===== src/rtl/oam_line_scheduler_if.sv =====
`default_nettype none
// ============================================================================
// Module   : oam_line_scheduler_if
// Purpose  : Bundles the OAM read port and the committed slot bank of the
//            per-scanline sprite scheduler.
// Ports    : (interface signals)
//            oam_addr   - OAM read address, data returns one cycle later
//            oam_data   - OAM read data
//            slot_data  - committed entries, slot k = [32k+31:32k]
//            slot_valid - per-slot valid for the current line
//            hit_count  - committed hits, saturated at SLOTS
//            overflow   - last committed line had more than SLOTS hits
//            line_ready - one-cycle pulse on commit
//            scan_busy  - scheduler is scanning / draining / committing
//            Modports: master = scheduler side, slave = OAM / engine side.
// Revision : 1.0 - initial release
// ============================================================================
interface oam_line_scheduler_if #(
  parameter int OAM_AW = 3,
  parameter int SLOTS  = 4
);
  logic [OAM_AW-1:0]   oam_addr;
  logic [31:0]         oam_data;
  logic [SLOTS*32-1:0] slot_data;
  logic [SLOTS-1:0]    slot_valid;
  logic [2:0]          hit_count;
  logic                overflow;
  logic                line_ready;
  logic                scan_busy;

  modport master (
    output oam_addr,
    input  oam_data,
    output slot_data,
    output slot_valid,
    output hit_count,
    output overflow,
    output line_ready,
    output scan_busy
  );

  modport slave (
    input  oam_addr,
    output oam_data,
    input  slot_data,
    input  slot_valid,
    input  hit_count,
    input  overflow,
    input  line_ready,
    input  scan_busy
  );
endinterface
`default_nettype wire


===== src/rtl/oam_line_scheduler.sv =====
`default_nettype none
// ============================================================================
// Module   : oam_line_scheduler
// Purpose  : Per-scanline sprite scheduler. On each horizontal blank it scans
//            the whole OAM, picks the first SLOTS enabled objects overlapping
//            the next scanline and commits them atomically to a slot bank that
//            feeds one sprite engine per slot. Lines carrying more than SLOTS
//            sprites are flagged via overflow.
// Ports    : clk    - pixel clock
//            rst_n  - asynchronous active-low reset
//            x_i    - current pixel column
//            y_i    - current line
//            bus    - OAM read port and committed slot bank (master modport)
// Revision : 1.0 - initial release
// ============================================================================
module oam_line_scheduler #(
  parameter int OAM_DEPTH   = 8,
  parameter int OAM_AW      = 3,
  parameter int SLOTS       = 4,
  parameter int TILE_HEIGHT = 32,
  parameter int H_ACTIVE    = 640,
  parameter int H_TOTAL     = 800,
  parameter int V_ACTIVE    = 480,
  parameter int V_TOTAL     = 525
) (
  input  logic                       clk,
  input  logic                       rst_n,
  input  logic [9:0]                 x_i,
  input  logic [9:0]                 y_i,
  oam_line_scheduler_if.master       bus
);

  // --------------------------------------------------------------------------
  // Elaboration-time sanity: the whole scan plus commit must fit in blanking,
  // and the 3-bit hit counter must be able to hold SLOTS.
  // --------------------------------------------------------------------------
  if (OAM_DEPTH + 3 > H_TOTAL - H_ACTIVE) begin : g_bad_blanking
    $error("oam_line_scheduler: horizontal blanking too short for OAM scan");
  end
  if (SLOTS > 7) begin : g_bad_slots
    $error("oam_line_scheduler: SLOTS must fit the 3-bit hit counter");
  end

  localparam logic [OAM_AW-1:0] LAST_ADDR  = OAM_AW'(OAM_DEPTH - 1);
  localparam logic [9:0]        TRIG_X     = 10'(H_ACTIVE);
  localparam logic [9:0]        LAST_LINE  = 10'(V_TOTAL - 1);
  localparam logic [9:0]        VIS_LINES  = 10'(V_ACTIVE);
  localparam logic [10:0]       TILE_H11   = 11'(TILE_HEIGHT);
  localparam logic [2:0]        SLOTS_CNT  = 3'(SLOTS);

  typedef enum logic [1:0] {
    S_IDLE   = 2'd0,
    S_SCAN   = 2'd1,
    S_DRAIN  = 2'd2,
    S_COMMIT = 2'd3
  } state_t;

  state_t                state_q, state_d;
  logic [OAM_AW-1:0]     addr_q, addr_d;
  logic [9:0]            tgt_y_q, tgt_y_d;
  logic [2:0]            cnt_q, cnt_d;        // running hit count for the line
  logic                  ovf_q, ovf_d;        // shadow overflow flag
  logic [31:0]           shadow_q [SLOTS];
  logic [31:0]           shadow_d [SLOTS];

  logic [SLOTS*32-1:0]   slot_data_q, slot_data_d;
  logic [SLOTS-1:0]      slot_valid_q, slot_valid_d;
  logic [2:0]            hit_count_q, hit_count_d;
  logic                  overflow_q, overflow_d;
  logic                  line_ready_q, line_ready_d;

  // --------------------------------------------------------------------------
  // Hit test on the entry returned by the synchronous OAM read. The entry
  // issued in one cycle is evaluated the next, so evaluation runs in SCAN
  // cycles 1..DEPTH-1 (addr != 0) and in DRAIN for the last entry.
  // --------------------------------------------------------------------------
  logic        eval_en;
  logic        entry_en;
  logic [10:0] py11;
  logic [10:0] ty11;
  logic        hit;

  assign eval_en  = ((state_q == S_SCAN) && (addr_q != '0)) || (state_q == S_DRAIN);
  assign entry_en = bus.oam_data[28];
  // 11-bit compare keeps py + TILE_HEIGHT from wrapping near the top of py.
  assign py11     = {1'b0, bus.oam_data[17:8]};
  assign ty11     = {1'b0, tgt_y_q};
  assign hit      = eval_en && entry_en && (tgt_y_q < VIS_LINES) &&
                    (ty11 >= py11) && (ty11 < py11 + TILE_H11);

  // --------------------------------------------------------------------------
  // Next-state and datapath
  // --------------------------------------------------------------------------
  always_comb begin
    state_d      = state_q;
    addr_d       = addr_q;
    tgt_y_d      = tgt_y_q;
    cnt_d        = cnt_q;
    ovf_d        = ovf_q;
    shadow_d     = shadow_q;
    slot_data_d  = slot_data_q;
    slot_valid_d = slot_valid_q;
    hit_count_d  = hit_count_q;
    overflow_d   = overflow_q;
    line_ready_d = 1'b0;

    case (state_q)
      S_IDLE: begin
        if (x_i == TRIG_X) begin
          state_d = S_SCAN;
          addr_d  = '0;
          tgt_y_d = (y_i == LAST_LINE) ? 10'd0 : y_i + 10'd1;
          cnt_d   = '0;
          ovf_d   = 1'b0;
          for (int k = 0; k < SLOTS; k++) begin
            shadow_d[k] = '0;
          end
        end
      end
      S_SCAN: begin
        if (addr_q == LAST_ADDR) begin
          state_d = S_DRAIN;
        end else begin
          addr_d = addr_q + 1'b1;
        end
      end
      S_DRAIN: begin
        state_d = S_COMMIT;
      end
      S_COMMIT: begin
        state_d      = S_IDLE;
        line_ready_d = 1'b1;
        hit_count_d  = cnt_q;
        overflow_d   = ovf_q;
        for (int k = 0; k < SLOTS; k++) begin
          slot_data_d[32*k +: 32] = shadow_q[k];
          slot_valid_d[k]         = (3'(k) < cnt_q);
        end
      end
      default: begin
        state_d = S_IDLE;
      end
    endcase

    // Hits fill slots in OAM order; the slot index is the running count.
    if (hit) begin
      if (cnt_q == SLOTS_CNT) begin
        ovf_d = 1'b1;
      end else begin
        for (int k = 0; k < SLOTS; k++) begin
          if (cnt_q == 3'(k)) begin
            shadow_d[k] = bus.oam_data;
          end
        end
        cnt_d = cnt_q + 3'd1;
      end
    end
  end

  // --------------------------------------------------------------------------
  // State and datapath registers
  // --------------------------------------------------------------------------
  always_ff @(posedge clk or negedge rst_n) begin
    if (!rst_n) begin
      state_q      <= S_IDLE;
      addr_q       <= '0;
      tgt_y_q      <= '0;
      cnt_q        <= '0;
      ovf_q        <= 1'b0;
      for (int k = 0; k < SLOTS; k++) begin
        shadow_q[k] <= '0;
      end
      slot_data_q  <= '0;
      slot_valid_q <= '0;
      hit_count_q  <= '0;
      overflow_q   <= 1'b0;
      line_ready_q <= 1'b0;
    end else begin
      state_q      <= state_d;
      addr_q       <= addr_d;
      tgt_y_q      <= tgt_y_d;
      cnt_q        <= cnt_d;
      ovf_q        <= ovf_d;
      shadow_q     <= shadow_d;
      slot_data_q  <= slot_data_d;
      slot_valid_q <= slot_valid_d;
      hit_count_q  <= hit_count_d;
      overflow_q   <= overflow_d;
      line_ready_q <= line_ready_d;
    end
  end

  assign bus.oam_addr   = addr_q;
  assign bus.slot_data  = slot_data_q;
  assign bus.slot_valid = slot_valid_q;
  assign bus.hit_count  = hit_count_q;
  assign bus.overflow   = overflow_q;
  assign bus.line_ready = line_ready_q;
  assign bus.scan_busy  = (state_q != S_IDLE);

endmodule
`default_nettype wire


===== src/flat_wrapper.sv =====
// flat-port wrapper written by rule: the top's interface ports become plain ports
module oam_line_scheduler_flat 
#(
  parameter int OAM_DEPTH   = 8,
  parameter int OAM_AW      = 3,
  parameter int SLOTS       = 4,
  parameter int TILE_HEIGHT = 32,
  parameter int H_ACTIVE    = 640,
  parameter int H_TOTAL     = 800,
  parameter int V_ACTIVE    = 480,
  parameter int V_TOTAL     = 525
)
  (clk, rst_n, x_i, y_i, bus_oam_addr, bus_oam_data, bus_slot_data, bus_slot_valid, bus_hit_count, bus_overflow, bus_line_ready, bus_scan_busy);
  oam_line_scheduler_if #(.OAM_AW(OAM_AW), .SLOTS(SLOTS)) bus_i ();
  input  logic clk;
  input  logic rst_n;
  input  logic [9:0] x_i;
  input  logic [9:0] y_i;
  output wire logic [$bits(bus_i.oam_addr)-1:0] bus_oam_addr;
  input wire logic [$bits(bus_i.oam_data)-1:0] bus_oam_data;
  output wire logic [$bits(bus_i.slot_data)-1:0] bus_slot_data;
  output wire logic [$bits(bus_i.slot_valid)-1:0] bus_slot_valid;
  output wire logic [$bits(bus_i.hit_count)-1:0] bus_hit_count;
  output wire logic [$bits(bus_i.overflow)-1:0] bus_overflow;
  output wire logic [$bits(bus_i.line_ready)-1:0] bus_line_ready;
  output wire logic [$bits(bus_i.scan_busy)-1:0] bus_scan_busy;
  assign bus_oam_addr = bus_i.oam_addr;
  assign bus_i.oam_data = bus_oam_data;
  assign bus_slot_data = bus_i.slot_data;
  assign bus_slot_valid = bus_i.slot_valid;
  assign bus_hit_count = bus_i.hit_count;
  assign bus_overflow = bus_i.overflow;
  assign bus_line_ready = bus_i.line_ready;
  assign bus_scan_busy = bus_i.scan_busy;
  oam_line_scheduler #(.OAM_DEPTH(OAM_DEPTH), .OAM_AW(OAM_AW), .SLOTS(SLOTS), .TILE_HEIGHT(TILE_HEIGHT), .H_ACTIVE(H_ACTIVE), .H_TOTAL(H_TOTAL), .V_ACTIVE(V_ACTIVE), .V_TOTAL(V_TOTAL)) u_core (.clk(clk), .rst_n(rst_n), .x_i(x_i), .y_i(y_i), .bus(bus_i));
endmodule

===== config.mk =====
export PLATFORM = sky130hd
export DESIGN_NAME = oam_line_scheduler_flat
export DESIGN_NICKNAME = d
export VERILOG_FILES = /design/src/rtl/oam_line_scheduler_if.sv /design/src/rtl/oam_line_scheduler.sv /design/src/flat_wrapper.sv
export SDC_FILE = /design/constraint.sdc
export NUM_CORES = 1
export LEC_CHECK = 0
export ABC_CLOCK_PERIOD_IN_PS = 2300
export BUFFER_PORTS_ARGS = -buffer_cell sky130_fd_sc_hd__buf_4
export CAP_MARGIN = 40
export CORE_MARGIN = 1.5
export CORE_UTILIZATION = 35
export DETAILED_ROUTE_END_ITERATION = 8
export PLACE_DENSITY = 0.59
export SLEW_MARGIN = 25
export SYNTH_ARGS = -nofsm -noshare
export SYNTH_HDL_FRONTEND = slang
export SYNTH_SLANG_ARGS = --single-unit

===== constraint.sdc =====
create_clock -name clk -period 2.3 [get_ports clk]
set_input_delay 0.345 -clock clk [delete_from_list [all_inputs] [get_ports clk]]
set_output_delay 0.345 -clock clk [all_outputs]
set_load 0.005 [all_outputs]

==> run metrics <==
Post-synth top flop dfrtp_1; Worst Path Arrival 2.97 ns; largest net degree at the start of global routing 64; worst skew pair latency 0.55 ns; min Tclk post-route 2.54 ns; DRC violations left 0; Required @ worst endpoint about 2.7 ns; P&R area growth vs syn 34.3%; final WL 29800 um; Initial Util 35.5%; min-delay worst type input pin to register; Least-Margin Pin Slew around 0.58 ns; CTS Buf Count 31; post-synth top area share 59.6%; RePlAce Congestion 0.821; reg2reg path depth 10; gr ovfl total 0; ys async rst share 100%; Worst Clk Skew 0.0137 ns; Worst Setup End Kind register; #FFs+latches synth 283; I/O Pins 195; final worst slack -0.240 ns; Max Used Layer met4; clk buf depth 3; synth top area cells dfrtp_1 60%, mux2_2 13%, mux2i_1 11%, nand2_1 4.7%, ha_1 3.1%; gr usage total around 17%; period utilization 110%; Max IR drop VDD 0.581 mV; status complete, but fails checks; post-route antenna net violation count 0; Setup TNS Final -19.50 ns; first-pass GRT wire length 46500 um; Setup violations, final 130; wire length on met3 1540 um; total power around 0.013 W; I/O Buffers about 190; antenna cells 0; Max Clk Rate 394 MHz; Synth Cell Area 11900 um^2; Synth Net Count 1004; die height 187 um; slowest CP cell dfrtp_1; cell area power density 789 nW/um^2; final non-filler cell total roughly 1700; Max Cap Viol 0; total iterations of the first detailed-routing run 5; crit-path max FO 11; CTS HTree Levels 1; share of cells above drive strength 1 40.1%; unrepaired setup endpoints after global routing true; max-slew violations 0; met2 wire len 13700 um; Worst-path clk slew 0.06 ns; filler cell count in the final layout 3020; fin nets approximately 1300; violated checks negative setup slack; Worst setup endpoint u_core.shadow_q[127]; die area 35000 um^2; post-synth cell types 44; pre-CTS setup slack -0.465 ns; headroom to the max-slew limit 61.4%; CP peak stage delay between 0.4 and 0.5 ns; r2r endpoint u_core.shadow_q[127]; Startpoint Class register; WS Path Type register to register; Die Wd roughly 190 um; post-DR wirelength/cell 18.0 um; sequential area share after synthesis 59.6%; Hold Violations, Final 0; Warnings, synthesis 0; via count 7765; Worst R2R Start u_core.tgt_y_q[9]; area leader, netlist dfrtp_1; # rows 67; Hold Slack 0.0482 ns; Post-synth EDFFs 0; Reg2Reg Setup Slack -0.24 ns; cell count after synthesis 921; DR vias/cell 4.70; Root Buffer Master clkbuf_16; core footprint approximately 33000 um^2; initial drt markers 309; initial antenna violation count 0; vias in the first global route 8150; CTS tree yes; CP startpoint u_core.tgt_y_q[9]; M1 WL 14000 um; most frequent CP cell nand4_1; Pleak between 8 and 9 nW; clock sink count between 200 and 300; HPWL after DPL approximately 19000 um; CP cell instances ha_4 > nand4_1 > or3_1 > o221a_4 > a21oi_4 > buf_4 > nand4_1 > buf_6 > buf_16 > mux2i_4; DP Cell Count ~1600; Post-Synthesis Mean Instance Area 12.9 um^2
[layer usage]
metal  vias up  GRT usage (%)
li1       3671              -
met1      3892           23.4
met2       167           26.3
met3        35           3.58
met4         0           3.54
met5         -              0
[critical path, delay by kind of cell (launching register included)]
kind | cells | cell delay (ns)
AOI/OAI and AO/OA | 2 | 0.43
muxes | 1 | 0.19
adders and majority gates | 1 | 0.28
and+or+nand+nor | 3 | 0.59
buffers and inverters | 3 | 0.49
DFF | 1 | 0.42
[cells by family (layout without fill, tap and decap cells)]
group	Yosys count	count (layout)	synth area share, %
compound gates	48	48	2.78
xor+xnor	11	11	0.811
fa+ha+maj	29	29	3.06
buf+inv	93	376	3.33
flops	283	283	59.6
mux	259	259	23.2
simple gates	198	198	7.16
[through the flow]
step | area [um^2] | util (%)
6_report | 16000 | 47.7
5_1_grt | 16000 | 47.7
4_1_cts | 15700 | 46.9
3_5_place_dp | 14500 | 43.3
3_3_place_gp | 14500 | 43.3
2_1_floorplan | 12000 | -
[power by group]
| group | switching [W] | total (W) | internal, W |
|---|---|---|---|
| clock | 0.00202 | 0.00515 | 0.00313 |
| combinational | 0.00104 | 0.00203 | 0.000993 |
| sequential | 0.000160 | 0.00540 | 0.00524 |
| total | 0.00322 | 0.0126 | 0.00936 |
[Yosys cell counts (3+ instances only)]
| master | count |
|---|---|
| mux2i_1 | 126 |
| ha_1 | 29 |
| nand2b_1 | 4 |
| buf_2 | 7 |
| inv_1 | 48 |
| dfrtp_1 | 283 |
| buf_4 | 4 |
| clkbuf_1 | 29 |
| a22o_1 | 5 |
| nor2_1 | 9 |
| a21oi_1 | 7 |
| nand2_1 | 150 |
| a31oi_1 | 3 |
| or4_1 | 3 |
| a211oi_1 | 3 |
| buf_6 | 3 |
| xor2_1 | 7 |
| mux2_2 | 133 |
| o21ai_0 | 15 |
| and3_1 | 4 |
| xnor2_1 | 4 |
| nand4_1 | 5 |
| nand3_1 | 12 |
| a21o_1 | 4 |
[placed cells by master, fill, tap and decap left out, types with 2 or more instances in the layout]
| cell type | n |
|---|---|
| a31oi_1 | 2 |
| clkbuf_16 | 35 |
| nand4_1 | 5 |
| xnor2_1 | 4 |
| bufinv_16 | 5 |
| xor2_1 | 7 |
| mux2i_2 | 2 |
| nand3b_1 | 2 |
| nand2_1 | 148 |
| mux2i_1 | 123 |
| buf_12 | 21 |
| buf_4 | 234 |
| a211oi_2 | 2 |
| buf_16 | 2 |
| inv_6 | 2 |
| mux2_2 | 133 |
| or4_1 | 3 |
| buf_6 | 8 |
| ha_1 | 22 |
| a21o_1 | 4 |
| o21ai_0 | 14 |
| nor2_1 | 8 |
| a22o_1 | 5 |
| clkinvlp_4 | 4 |
| inv_1 | 46 |
| nand2_4 | 2 |
| clkbuf_1 | 5 |
| nand3_1 | 11 |
| and3_1 | 4 |
| buf_8 | 2 |
| clkinv_2 | 7 |
| or3_1 | 2 |
| a21oi_1 | 6 |
| ha_4 | 7 |
| nand2b_1 | 4 |
| clkbuf_8 | 3 |
| dfrtp_1 | 283 |
[layout make-up]
class / count / area (um^2) / share of cell area (%)
clock inverters: 17 / 225 / 1.41
repair buffers: 272 / 2460 / 15.4
multi-input cells: 545 / 4600 / 28.8
flip-flops and latches: 283 / 7080 / 44.4
inverters: 48 / 184 / 1.15
well taps: 448 / 561 / 3.51
clock buffers: 39 / 836 / 5.24
[flip-flops by register name, summed over array words and instances (netlist names), 2 cells and up]
register	cells
u_core.bus.hit_count	2
u_core.bus.oam_addr	3
u_core.bus.slot_data	128
u_core.bus.slot_valid	4
u_core.cnt_q	3
u_core.shadow_q	128
u_core.state_q	2
u_core.tgt_y_q	10
[timing repair]
action | 4_1_cts | 5_1_grt
gates cloned | 3 | 5
setup buffers | 6 | 8
endpoints found under the setup margin | 130 | 130
gates resized for setup | 17 | 22
pin swaps | 5 | 6
hold buffers | 1 | 0
hold endpoints to repair | 53 | 0
[worst min-delay path by stage]
| stage | start | endpoint | slack, ns | depth (start not counted) |
|---|---|---|---|---|
| final | y_i[0] | u_core.tgt_y_q[0] | 0.05 | 2 |
| after global routing | y_i[0] | u_core.tgt_y_q[0] | 0.04 | 2 |
| after CTS | y_i[0] | u_core.tgt_y_q[0] | 0.02 | 2 |
| after detailed placement | rst_n | u_core.shadow_q[115] | 0.36 | 1 |
| after global placement | rst_n | u_core.bus.slot_data[19] | 0.36 | 1 |
| after floorplan | rst_n | u_core.bus.hit_count[0] | 0.05 | 0 |
Note: power is estimated with default switching activity, not from simulation.
